`config.mk`:
```
export PLATFORM = sky130hd
export DESIGN_NAME = aibcr3_dcc_cal_seq
export DESIGN_NICKNAME = d
export VERILOG_FILES = /design/src/rtl/aibcr3_dcc_pkg.sv /design/src/rtl/aibcr3_dcc_bitsync.sv /design/src/rtl/aibcr3_dcc_cal_seq.sv
export SDC_FILE = /design/constraint.sdc
export NUM_CORES = 1
export LEC_CHECK = 0
export CORE_MARGIN = 8
export CORE_UTILIZATION = 35
export CTS_CLUSTER_DIAMETER = 60
export DETAILED_ROUTE_END_ITERATION = 16
export GPL_TIMING_DRIVEN = 0
export SLEW_MARGIN = 10
export SYNTH_ARGS = -nofsm -noshare
export SYNTH_HDL_FRONTEND = slang
export SYNTH_HIERARCHICAL = 1
export SYNTH_SLANG_ARGS = --single-unit
```
`constraint.sdc`:
```
create_clock -name clk -period 2.8 [get_ports clk]
set_input_delay 0.56 -clock clk [delete_from_list [all_inputs] [get_ports clk]]
set_output_delay 0.56 -clock clk [all_outputs]
set_load 0.005 [all_outputs]
```
`src/rtl/aibcr3_dcc_pkg.sv`:
```
// Shared state encoding, defaults and timeout helper for the DCC calibration sequencer.
package aibcr3_dcc_pkg;

    typedef enum logic [2:0] {
        ST_IDLE   = 3'd0,
        ST_BYPASS = 3'd1,
        ST_GAP    = 3'd2,
        ST_WAIT   = 3'd3,
        ST_DONE   = 3'd4,
        ST_ERR    = 3'd5
    } seq_state_e;

    localparam int GAP_CYC_DEF  = 8;
    localparam int TMO_W_DEF    = 16;
    localparam int TMO_BASE_EXP = 8;

    // Last count value of an attempt: each attempt lasts 2^(sel+8) cycles.
    function automatic logic [31:0] tmo_limit(input logic [2:0] sel);
        return (32'd1 << (TMO_BASE_EXP + int'(sel))) - 32'd1;
    endfunction

endpackage

```
`src/rtl/aibcr3_dcc_bitsync.sv`:
```
// Two-flop synchronizer with asynchronous active-low clear.
module aibcr3_dcc_bitsync (
    input  logic clk,
    input  logic nrst,
    input  logic d,
    output logic q
);

    logic meta;

    always_ff @(posedge clk or negedge nrst) begin
        if (!nrst) begin
            meta <= 1'b0;
            q    <= 1'b0;
        end else begin
            meta <= d;
            q    <= meta;
        end
    end

endmodule

```
`src/rtl/aibcr3_dcc_cal_seq.sv`:
```
// DCC calibration sequencer: gaps the DCC request, waits for done with timeout and
// bounded retries, and tracks loss of done for optional recalibration.
module aibcr3_dcc_cal_seq
    import aibcr3_dcc_pkg::*;
#(
    parameter int TMO_W   = TMO_W_DEF,
    parameter int GAP_CYC = GAP_CYC_DEF
) (
    input  logic       clk,
    input  logic       nrst,
    input  logic       rb_dcc_en,
    input  logic       rb_dcc_byp,
    input  logic       rb_cont_cal,
    input  logic [1:0] rb_max_retry,
    input  logic [2:0] rb_tmo_sel,
    input  logic       cal_start,
    input  logic       dcc_done,
    output logic       dcc_req,
    output logic       cal_done,
    output logic       cal_err,
    output logic [1:0] retry_cnt,
    output logic [2:0] seq_state
);

    localparam int              GAP_W    = $clog2(GAP_CYC + 1);
    localparam logic [GAP_W-1:0] GAP_LAST = GAP_W'(GAP_CYC - 1);

    seq_state_e       state_q;
    seq_state_e       state_d;
    logic [1:0]       retry_d;
    logic [GAP_W-1:0] gap_cnt;
    logic [TMO_W-1:0] tmo_cnt;
    logic             cal_start_q;
    logic             dcc_done_s;
    logic             start_edge;
    logic             gap_end;
    logic             tmo_hit;

    aibcr3_dcc_bitsync u_done_sync (
        .clk  (clk),
        .nrst (nrst),
        .d    (dcc_done),
        .q    (dcc_done_s)
    );

    assign start_edge = cal_start & ~cal_start_q;
    assign gap_end    = (gap_cnt == GAP_LAST);
    assign tmo_hit    = (32'(tmo_cnt) == tmo_limit(rb_tmo_sel));

    always_ff @(posedge clk or negedge nrst) begin
        if (!nrst) begin
            state_q     <= ST_IDLE;
            retry_cnt   <= 2'd0;
            cal_start_q <= 1'b0;
        end else begin
            state_q     <= state_d;
            retry_cnt   <= retry_d;
            cal_start_q <= cal_start;
        end
    end

    // Counters restart on every entry into their state and hold at their last value.
    always_ff @(posedge clk or negedge nrst) begin
        if (!nrst) begin
            gap_cnt <= '0;
            tmo_cnt <= '0;
        end else begin
            if (state_q == ST_GAP && state_d == ST_GAP) begin
                if (gap_cnt != GAP_LAST) gap_cnt <= gap_cnt + GAP_W'(1);
            end else begin
                gap_cnt <= '0;
            end
            if (state_q == ST_WAIT && state_d == ST_WAIT) begin
                if (tmo_cnt != '1) tmo_cnt <= tmo_cnt + TMO_W'(1);
            end else begin
                tmo_cnt <= '0;
            end
        end
    end

    always_comb begin
        state_d = state_q;
        retry_d = retry_cnt;
        if (!rb_dcc_en) begin
            state_d = ST_IDLE;
            retry_d = 2'd0;
        end else begin
            case (state_q)
                ST_IDLE: begin
                    if (rb_dcc_byp) begin
                        state_d = ST_BYPASS;
                    end else if (start_edge) begin
                        state_d = ST_GAP;
                        retry_d = 2'd0;
                    end
                end
                ST_BYPASS: begin
                    if (!rb_dcc_byp) state_d = ST_IDLE;
                end
                ST_GAP: begin
                    if (gap_end && !dcc_done_s) state_d = ST_WAIT;
                end
                ST_WAIT: begin
                    if (dcc_done_s) begin
                        state_d = ST_DONE;
                    end else if (tmo_hit) begin
                        if (retry_cnt < rb_max_retry) begin
                            state_d = ST_GAP;
                            retry_d = retry_cnt + 2'd1;
                        end else begin
                            state_d = ST_ERR;
                        end
                    end
                end
                ST_DONE: begin
                    if (start_edge) begin
                        state_d = ST_GAP;
                        retry_d = 2'd0;
                    end else if (!dcc_done_s) begin
                        state_d = rb_cont_cal ? ST_GAP : ST_ERR;
                        if (rb_cont_cal) retry_d = 2'd0;
                    end
                end
                ST_ERR: begin
                    if (start_edge) begin
                        state_d = ST_GAP;
                        retry_d = 2'd0;
                    end
                end
                default: begin
                    state_d = ST_IDLE;
                    retry_d = 2'd0;
                end
            endcase
        end
        // A CSR lowered mid-sequence must not leave the count above the new limit.
        if (retry_d > rb_max_retry) retry_d = rb_max_retry;
    end

    always_comb begin
        dcc_req   = (state_q == ST_WAIT) || (state_q == ST_DONE);
        cal_done  = (state_q == ST_DONE) || (state_q == ST_BYPASS);
        cal_err   = (state_q == ST_ERR);
        seq_state = state_q;
    end

endmodule

```
==> results.yml, run 1 <==
synth:
  synth-adder-area-share: 0.0462
  synth_top_family_by_area: "simple AND/OR/NAND/NOR gates"
  synth-xor-area-share: 0.0646
  syn_area_um2: 1900
  netlist_instances: 214
  yosysSeqAreaShare: 0.369
  avgSynthCellArea_um2: 8.86
  synth_flop_cell: "dfrtp_1"
  yosysUniqueCellTypes: 46
  ys_ff_latch: 28
  synth_nets: 233
  yosys_warnings: 6
  synth_edf_count: 0
  ys_async_sr_fraction: 1.00
  synth_compound_area_frac: 0.177
  muxShareOfSynthArea: 0.0106
  synth_simple_gate_area_frac: 0.261
die:
  core_um2: 5370
  die_area_um2: 8030
  initial_core_util: 0.353
  io_pins: 20
  die_h_um: 89.6
  fp-row-count: 27
  die_w_um: 89.6
pwr:
  ir_worst_vdd_mv: 0.177
  totalPowerFinal_uw: 862
  power.density_nw_per_um2: 348
  leakage_uw: 0.000972
cells_and_area:
  final_common_cell: "dfrtp_1"
  regArea_um2: 701
  nFillCells: 523
  nets: 268
  final_cell_mix: "28 x dfrtp_1, 26 x nor2_1, 15 x clkdlybuf4s50_1"
  utilization: 0.461
  stdcell_count: 320
  multi_input_comb_area_um2: 1190
  synthToLayoutAreaGrowth_pct: 30.6
  antenna_cells: 0
  drive_gt1_frac: 0.190
timing:
  tightestPinTransition_ns: 0.709
  setup_tns_ns: 0
  fin_crit_ns: 2.76
  hold_viol: 0
  relSlewSlack: 0.523
  timing.final.crit_share: 0.985
  setup_viol: 0
  fin_worst_skew_ns: 0.00562
  grt_setup_unrepaired: "yes"
  max_freq_ghz: 0.363
  slew_violations: 0
clock_network:
  hold_buffers: 0
  cts_sinks: 28
  clkTransAtPathRegs_ns: 0.10
  numCtsBuffers: 3
  cts_buffer_depth: 2
  htree_levels: 1
  clkLatencyLatePin_ns: 0.28
  cts_tree: "yes"
  root_buffer: "clkbuf_8"
placed_design:
  routabilityCongestion: 0.843
  dp.cells: 305
  io_buffers: 19
  dp_hpwl_um: 3070
critical_path:
  worstSetupPathType: "in2reg"
  arrival_ns: 2.94
  slowest_stage: "o311a_4"
  cp_top_family: "compound AO/OA/AOI/OAI gates"
  crit_path_start_kind: "input pin"
  critPathRequiredTime_ns: 2.98
  path_max_fanout: 5
  path_buf_inv: 2
  crit_path_cell_trace: "buf_8, buf_6, or2_4, o311a_4, o32ai_4, nor3_4, a31o_2, or3_1, ha_1, a21oi_2, nand2_1, o41ai_2"
  slowest_delay_ns: 0.38
  endpoint_kind: "flop"
global_route:
  grtUsageTotal: 0.114
  grt-ovfl-total: 0
  grt_max_degree: 29
  grt_pass1_wl_um: 7330
  antenna_found_initial: 0
  grt_pass1_vias: 1590
drt:
  drt_wl_total_um: 4490
  routedWlPerCell_um: 14.0
  drc: 0
  drtAntennaViolNets: 0
  vias: 1678
  drtIter0Drc: 76
  vias_per_cell: 5.24
  dr.pass1.iters: 5
outcome:
  status: "complete, no violations"
flow_run:
  cap_violations: 0
worst_hold_path:
  hp-class: "in2async"
[cell type report]
type                    count  area share
clock buffers               3      0.0167
multi-input cells         167       0.480
clock inverters             1      0.0121
plain buffers               7      0.0369
well taps                  72      0.0364
flip-flops and latches     28       0.283
inverters                  12      0.0182
repair buffers             30       0.117
[Yosys cell counts (2+ instances only)]
cell type	count	area share
nor4_1	4	0.013
o211ai_1	3	0.012
clkbuf_1	3	0.0059
a21boi_0	3	0.012
xor2_1	5	0.023
a21oi_1	13	0.034
ha_1	7	0.046
nand3b_1	2	0.0079
a31oi_1	5	0.016
bufbuf_16	2	0.034
nor3_1	10	0.026
nand3_1	14	0.037
dfrtp_1	28	0.37
mux2i_1	2	0.011
nand4_1	8	0.026
nand2_1	12	0.024
xnor2_1	9	0.042
nor2b_1	2	0.0066
and3_1	4	0.013
a211o_1	2	0.0092
nand2b_1	5	0.016
inv_1	12	0.024
nor2_1	26	0.051
o21ai_0	11	0.029
[per-layer routing]
layer | vias up | routed length [um] | global-route usage
met1 | 803 | 2150 | 0.153
met5 | - | 0 | 0
li1 | 845 | - | -
met4 | 0 | 40 | 0.0317
met3 | 5 | 182 | 0.0237
met2 | 25 | 2120 | 0.182
[report_power, final]
part           internal [uW]  leakage (uW)  switching [uW]
combinational           61.9      0.000554            60.0
clock                    192     0.0000357             134
sequential               409      0.000382            5.68
[logic make-up after synthesis]
group	Yosys count
and+or+nand+nor	95
AOI/OAI and AO/OA	49
DFF	28
buffers and inverters	19
xor gates and xnor gates	14
adders and majority gates	7
muxes	2
[through the flow]
stage / hold WS, ns / cell area, um2 / setup slack [ns]
2_1_floorplan: 0.264 / 1900 / -0.0351
3_3_place_gp: 0.334 / 2180 / -0.929
3_5_place_dp: 0.337 / 2180 / -0.940
4_1_cts: 0.314 / 2340 / -0.0700
5_1_grt: 0.353 / 2480 / -0.0760
6_report: 0.295 / 2480 / 0.0430
[final timing paths]
path | end | cells past startpoint | slack [ns] | start
setup reg to reg | retry_cnt[0] | 10 | 0.12 | tmo_cnt[8]
min in group clk | u_done_sync/q | 0 | 0.36 | u_done_sync/meta
hold reg to reg | u_done_sync/q | 0 | 0.36 | u_done_sync/meta
setup / recovery | retry_cnt[0] | 12 | 0.04 | rb_tmo_sel[1]
hold / removal | tmo_cnt[13] | 1 | 0.29 | nrst
max in group asynchronous | tmo_cnt[14] | 1 | 2.08 | nrst
[sequential cells by signal, summed over array words and instances, names as in the netlist]
signal and flops:
tmo_cnt 16, gap_cnt 4, seq_state 3, retry_cnt 2, cal_start_q 1, u_done_sync/meta 1
u_done_sync/q 1
[what timing repair did]
action | CTS | global route
cloned | 0 | 0
setup endpoints to repair | 18 | 1
buffers inserted | 7 | 4
pin swaps | 11 | 15
endpoints found under the hold margin | 0 | 0
gates resized for setup | 26 | 16
[worst register-to-register path, delay by kind of cell, from the launching register on]
| kind | cells | cell delay, ns |
|---|---|---|
| AND/OR/NAND/NOR | 4 | 1.12 |
| AO/OA/AOI/OAI | 4 | 0.51 |
| flip-flops | 1 | 0.37 |
| adder cells (fa/ha/maj) | 1 | 0.31 |
| buffers and inverters | 1 | 0.27 |
(Power assumes the default switching activity.)
==> run 2: changes to the inputs <==
--- a/config.mk
+++ b/config.mk
@@ -5,11 +5,14 @@
 export SDC_FILE = /design/constraint.sdc
 export NUM_CORES = 1
 export LEC_CHECK = 0
-export CORE_MARGIN = 8
+export CELL_PAD_IN_SITES_DETAIL_PLACEMENT = 2
+export CELL_PAD_IN_SITES_GLOBAL_PLACEMENT = 2
+export CORE_MARGIN = 2
 export CORE_UTILIZATION = 35
 export CTS_CLUSTER_DIAMETER = 60
 export DETAILED_ROUTE_END_ITERATION = 16
 export GPL_TIMING_DRIVEN = 0
+export PLACE_DENSITY_LB_ADDON = 0.1
 export SLEW_MARGIN = 10
 export SYNTH_ARGS = -nofsm -noshare
 export SYNTH_HDL_FRONTEND = slang
==> run 2 against run 1 <==
Effect of this change:
- clock skew increased by 0.0015 ns
- utilization is 0.23 points higher
- total power grew 0.46%
- register-to-register slack worse by 0.02 ns
- hold slack gained 0.016 ns
- fmax is 0.81% lower
- largest power group unchanged
- highest routed layer unchanged
==> results.yml, run 2 (synthesized netlist as in run 1, its figures left out) <==
placed_design:
  dp_hpwl_um: 4050
  routabilityCongestion: 0.912
  io_buffers: 19
  postPlaceCellArea_um2: 2170
  dp.cells: 303
die:
  initial_core_util: 0.367
  die_area_um2: 6020
  io_pins: 20
  die_h_um: 77.6
  fp-row-count: 26
  core_um2: 5170
  die_w_um: 77.6
clock_network:
  clkLatencyLatePin_ns: 0.28
  htree_levels: 1
  hold_buffers: 0
  cts_buffer_depth: 2
  cts_tree: "yes"
  root_buffer: "clkbuf_8"
  cts_sinks: 28
  numCtsBuffers: 3
  clkTransAtPathRegs_ns: 0.11
critical_path:
  arrival_ns: 2.97
  endpoint_kind: "flop"
  timing.rr.start: "tmo_cnt[1]"
  worstSetupPathType: "in2reg"
  r2r_end: "retry_cnt[0]"
  regToRegSetupSlack_ns: 0.10
  crit_path_start_kind: "input pin"
  critPathRequiredTime_ns: 2.99
  path_max_fanout: 8
  rr_worst_depth: 10
cells_and_area:
  largest_reg_flops: 16
  antenna_cells: 0
  multi_input_comb_area_um2: 1160
  stdcell_count: 312
  regArea_um2: 701
  drive_gt1_frac: 0.169
  final_common_cell: "dfrtp_1"
  nFillCells: 553
  nets: 262
  final_cell_mix: "28 x dfrtp_1, 26 x nor2_1, 15 x clkdlybuf4s50_1"
  final_area_um2: 2400
  largest-register: "tmo_cnt"
  synthToLayoutAreaGrowth_pct: 26.4
timing:
  fin_worst_skew_ns: 0.00709
  max_freq_ghz: 0.360
  tightestPinTransition_ns: 0.800
  setup_tns_ns: 0
  timing.final.crit_share: 0.993
  setup_viol: 0
  grt_setup_unrepaired: "yes"
  slew_violations: 0
  hold_viol: 0
  fin_crit_ns: 2.78
  relSlewSlack: 0.462
  hold_ws_ns: 0.311
pwr:
  ir_worst_vdd_mv: 0.163
  leakage_uw: 0.000941
  totalPowerFinal_uw: 866
  power.density_nw_per_um2: 361
global_route:
  antenna_found_initial: 0
  grtUsageTotal: 0.190
  grt-ovfl-total: 0
  grt_pass1_vias: 1944
  grt_pass1_wl_um: 9290
  grt_max_degree: 29
worst_hold_path:
  hp-class: "in2async"
drt:
  vias_per_cell: 5.52
  drtIter0Drc: 50
  drt_wl_total_um: 5710
  dr.pass1.iters: 4
  vias: 1722
  drc: 0
  drtAntennaViolNets: 0
  routedWlPerCell_um: 18.3
flow_run:
  cap_violations: 0
outcome:
  status: "complete, no violations"
==> run 2: stage by stage <==
| step | util | worst slack (ns) |
|---|---|---|
| after CTS | 0.452 | -0.180 |
| after global placement | 0.421 | -0.945 |
| after floorplan | - | -0.0351 |
| after global routing | 0.463 | -0.0919 |
| final | 0.463 | 0.0204 |
| after detailed placement | 0.420 | -1.11 |
==> run 2: timing repair <==
action,4_1_cts,5_1_grt
resized for setup,30,10
setup buffers,3,2
pin swaps,7,8
hold endpoints to repair,0,0
endpoints found under the setup margin,19,6
==> run 2: critical path: stages <==
cell     delay, ns
buf_8         0.09
and3_4        0.22
inv_4         0.04
ha_4          0.24
xnor2_2       0.14
nor4_2        0.22
nand2_1       0.16
nor3_4        0.24
a31oi_2       0.16
or3_4         0.37
ha_4          0.27
a21oi_2       0.06
o41ai_2       0.20
==> run 2: final cells by class <==
class,count,share of cell area
buffer,7,0.0386
clock buffer,3,0.0172
clock inverter,1,0.0125
inverter,12,0.0198
multi-input combinational,167,0.485
sequential,28,0.292
tap,70,0.0365
timing repair buffer,24,0.0976
==> run 2: where the power goes <==
part | internal (uW) | switching [uW] | total, uW
clock network | 192 | 142 | 333
logic | 53.0 | 64.4 | 117
registers | 410 | 5.84 | 415
total | 654 | 212 | 866
==> run 2: routing by layer <==
metal / GRT usage / share of wire / up-vias
met3: 0.0163 / 0.012 / 4
met5: 0 / 0 / -
met2: 0.359 / 0.53 / 14
met1: 0.229 / 0.45 / 867
met4: 0.0482 / 0.0070 / 0
li1: - / - / 837
==> run 2: worst max path at each step <==
| stage | startpoint | endpoint | slack [ns] |
|---|---|---|---|
| detailed placement | rb_tmo_sel[2] | retry_cnt[0] | -1.11 |
| finish | rb_tmo_sel[1] | retry_cnt[0] | 0.02 |
| global route | rb_tmo_sel[1] | retry_cnt[0] | -0.09 |
| CTS | rb_tmo_sel[1] | retry_cnt[0] | -0.18 |
| floorplan | rb_tmo_sel[1] | retry_cnt[0] | -0.04 |
| global placement | rb_tmo_sel[2] | retry_cnt[0] | -0.95 |
==> run 3: changes to the inputs <==
--- a/config.mk
+++ b/config.mk
@@ -5,10 +5,11 @@
 export SDC_FILE = /design/constraint.sdc
 export NUM_CORES = 1
 export LEC_CHECK = 0
+export CAP_MARGIN = 20
 export CELL_PAD_IN_SITES_DETAIL_PLACEMENT = 2
 export CELL_PAD_IN_SITES_GLOBAL_PLACEMENT = 2
 export CORE_MARGIN = 2
-export CORE_UTILIZATION = 35
+export CORE_UTILIZATION = 31
 export CTS_CLUSTER_DIAMETER = 60
 export DETAILED_ROUTE_END_ITERATION = 16
 export GPL_TIMING_DRIVEN = 0
==> constraint.sdc (replaced) <==
create_clock -name clk -period 2.3 [get_ports clk]
set_input_delay 0.46 -clock clk [delete_from_list [all_inputs] [get_ports clk]]
set_output_delay 0.46 -clock clk [all_outputs]
set_load 0.005 [all_outputs]
==> run 3 against run 2 <==
Effect of this change:
- the run now ends with negative setup slack left
- hold slack got worse by 0.11 ns
- total power increased by 28%
- non-clock buffer count rose by 22
- setup slack got worse by 0.55 ns
- sequential power grew 22%
==> results.yml, run 3 (synthesized netlist as in run 1, its figures left out) <==
pwr:
  p_int_uw: 824
  ir_worst_vdd_mv: 0.231
  power.density_nw_per_um2: 397
  swShare: 0.254
  p_seq_frac: 0.458
  leakage_uw: 0.00107
  switchingPower_uw: 280
  power.share.clock: 0.371
  comb_power_share: 0.171
drt:
  drtIter0Drc: 41
  drtAntennaViolNets: 0
  routedWlPerCell_um: 20.9
  vias_per_cell: 5.53
  vias: 1875
  dr.pass1.iters: 4
  drc: 0
  drt_wl_total_um: 7100
timing:
  max_freq_ghz: 0.353
  fin_worst_skew_ns: 0.00701
  setup_viol: 19
  slew_violations: 0
  tightestPinTransition_ns: 0.735
  timing.final.crit_share: 1.23
  fin_crit_ns: 2.83
  grt_setup_unrepaired: "yes"
  relSlewSlack: 0.506
  setup_ws_ns: -0.529
  hold_ws_ns: 0.198
  hold_viol: 0
cells_and_area:
  nFillCells: 642
  final_common_cell: "dfrtp_1"
  nets: 284
  largest-register: "tmo_cnt"
  synthToLayoutAreaGrowth_pct: 46.6
  largest_reg_flops: 16
  stdcell_count: 339
  antenna_cells: 0
  final_cell_mix: "27 x dfrtp_1, 19 x buf_4, 14 x nor2_1, 14 x clkdlybuf4s50_1, 13 x nand3_1"
  drive_gt1_frac: 0.348
critical_path:
  regToRegSetupSlack_ns: -0.44
  path_max_fanout: 5
  arrival_ns: 3.02
  crit_path_start_kind: "input pin"
  endpoint_kind: "flop"
  critPathRequiredTime_ns: 2.50
  worstSetupPathType: "in2reg"
global_route:
  grt_max_degree: 29
  grtUsageTotal: 0.194
  antenna_found_initial: 0
  grt_pass1_wl_um: 9920
  grt-ovfl-total: 0
  grt_pass1_vias: 1926
clock_network:
  cts_buffer_depth: 2
  clkTransAtPathRegs_ns: 0.11
  root_buffer: "clkbuf_8"
  cts_tree: "yes"
  htree_levels: 1
  numCtsBuffers: 3
  clkLatencyLatePin_ns: 0.29
  cts_sinks: 28
die:
  die_area_um2: 6760
  fp-row-count: 28
  die_h_um: 82.2
  die_w_um: 82.2
  initial_core_util: 0.320
  core_um2: 5920
  io_pins: 20
flow_run:
  cap_violations: 0
placed_design:
  dp_hpwl_um: 3990
  io_buffers: 19
  routabilityCongestion: 0.775
  dp.cells: 308
outcome:
  violations: "negative setup slack"
  status: "finished with violations"
worst_hold_path:
  hp-class: "in2async"
-- run 3: changes by cell type in the layout (fill, tap and decap cells not counted), moves of 3 or more --
cell,previous run,this run
buf_4,5,19
buf_6,2,9
ha_1,4,1
nor2_1,26,14
nor2_2,0,9
nor2_4,0,3
nor3_1,10,7
-- run 3: routing by layer --
layer  vias up  GRT usage  routed length (um)
li1        873          -                   -
met1       947      0.235                2990
met2        38      0.366                3710
met3        17     0.0207                 154
met4         0     0.0400                 240
met5         -          0                   0
-- run 3: final cells by class --
class                           count  area, um2  share of cell area
Clock inverter                      1       30.0              0.0108
Multi-Input combinational cell    167       1350               0.484
Tap cell                           75       93.8              0.0338
Buffer                              6       67.6              0.0243
Timing Repair Buffer               47        455               0.164
Sequential cell                    28        702               0.252
Inverter                           12       45.0              0.0162
Clock buffer                        3       41.3              0.0149
-- run 3: what timing repair did --
action                                  CTS  global route
hold buffers                              0             0
pin swaps                                30            19
buffers inserted                         18             9
endpoints found under the setup margin   23            20
cloned                                    1             0
gates resized for setup                  55            37
-- run 3: critical path, stage by stage --
cell,delay (ns)
buf_8,0.10
buf_6,0.11
buf_6,0.12
or2_4,0.24
buf_6,0.13
nor4_4,0.33
o32ai_4,0.14
nor3_4,0.36
a31oi_2,0.16
or3_4,0.35
ha_4,0.16
inv_2,0.04
a21oi_2,0.05
a21oi_2,0.13
nand2_1,0.08
o41ai_2,0.05
-- run 3: path summary, 6_finish.rpt --
path / startpoint / end / cells past startpoint
worst max-delay path: rb_tmo_sel[1] / retry_cnt[0] / 16
worst min-delay path: nrst / tmo_cnt[13] / 1
worst max register to register: tmo_cnt[13] / retry_cnt[0] / 12
worst min register to register: u_done_sync/meta / u_done_sync/q / 0
max in group asynchronous: nrst / seq_state[2] / 1
min in group clk: u_done_sync/meta / u_done_sync/q / 0
-- run 3: metrics by stage --
step,setup WS [ns],instance area [um2],power (uW),TNS (ns),util
2_1_floorplan,-0.435,1900,572,-0.435,-
3_3_place_gp,-1.51,2180,635,-20.43,0.369
3_5_place_dp,-1.58,2180,638,-22.04,0.368
4_1_cts,-0.584,2560,1070,-1.88,0.432
5_1_grt,-0.588,2780,1150,-4.17,0.470
6_report,-0.529,2780,1100,-2.88,0.470
-- run 3: power groups by stage --
stage                     logic [uW]  registers (uW)  clock network, uW
after floorplan                 59.0             513                  0
after global placement           120             515                  0
after detailed placement         122             515                  0
after CTS                        150             506                418
after global routing             202             507                440
final                            189             506                410
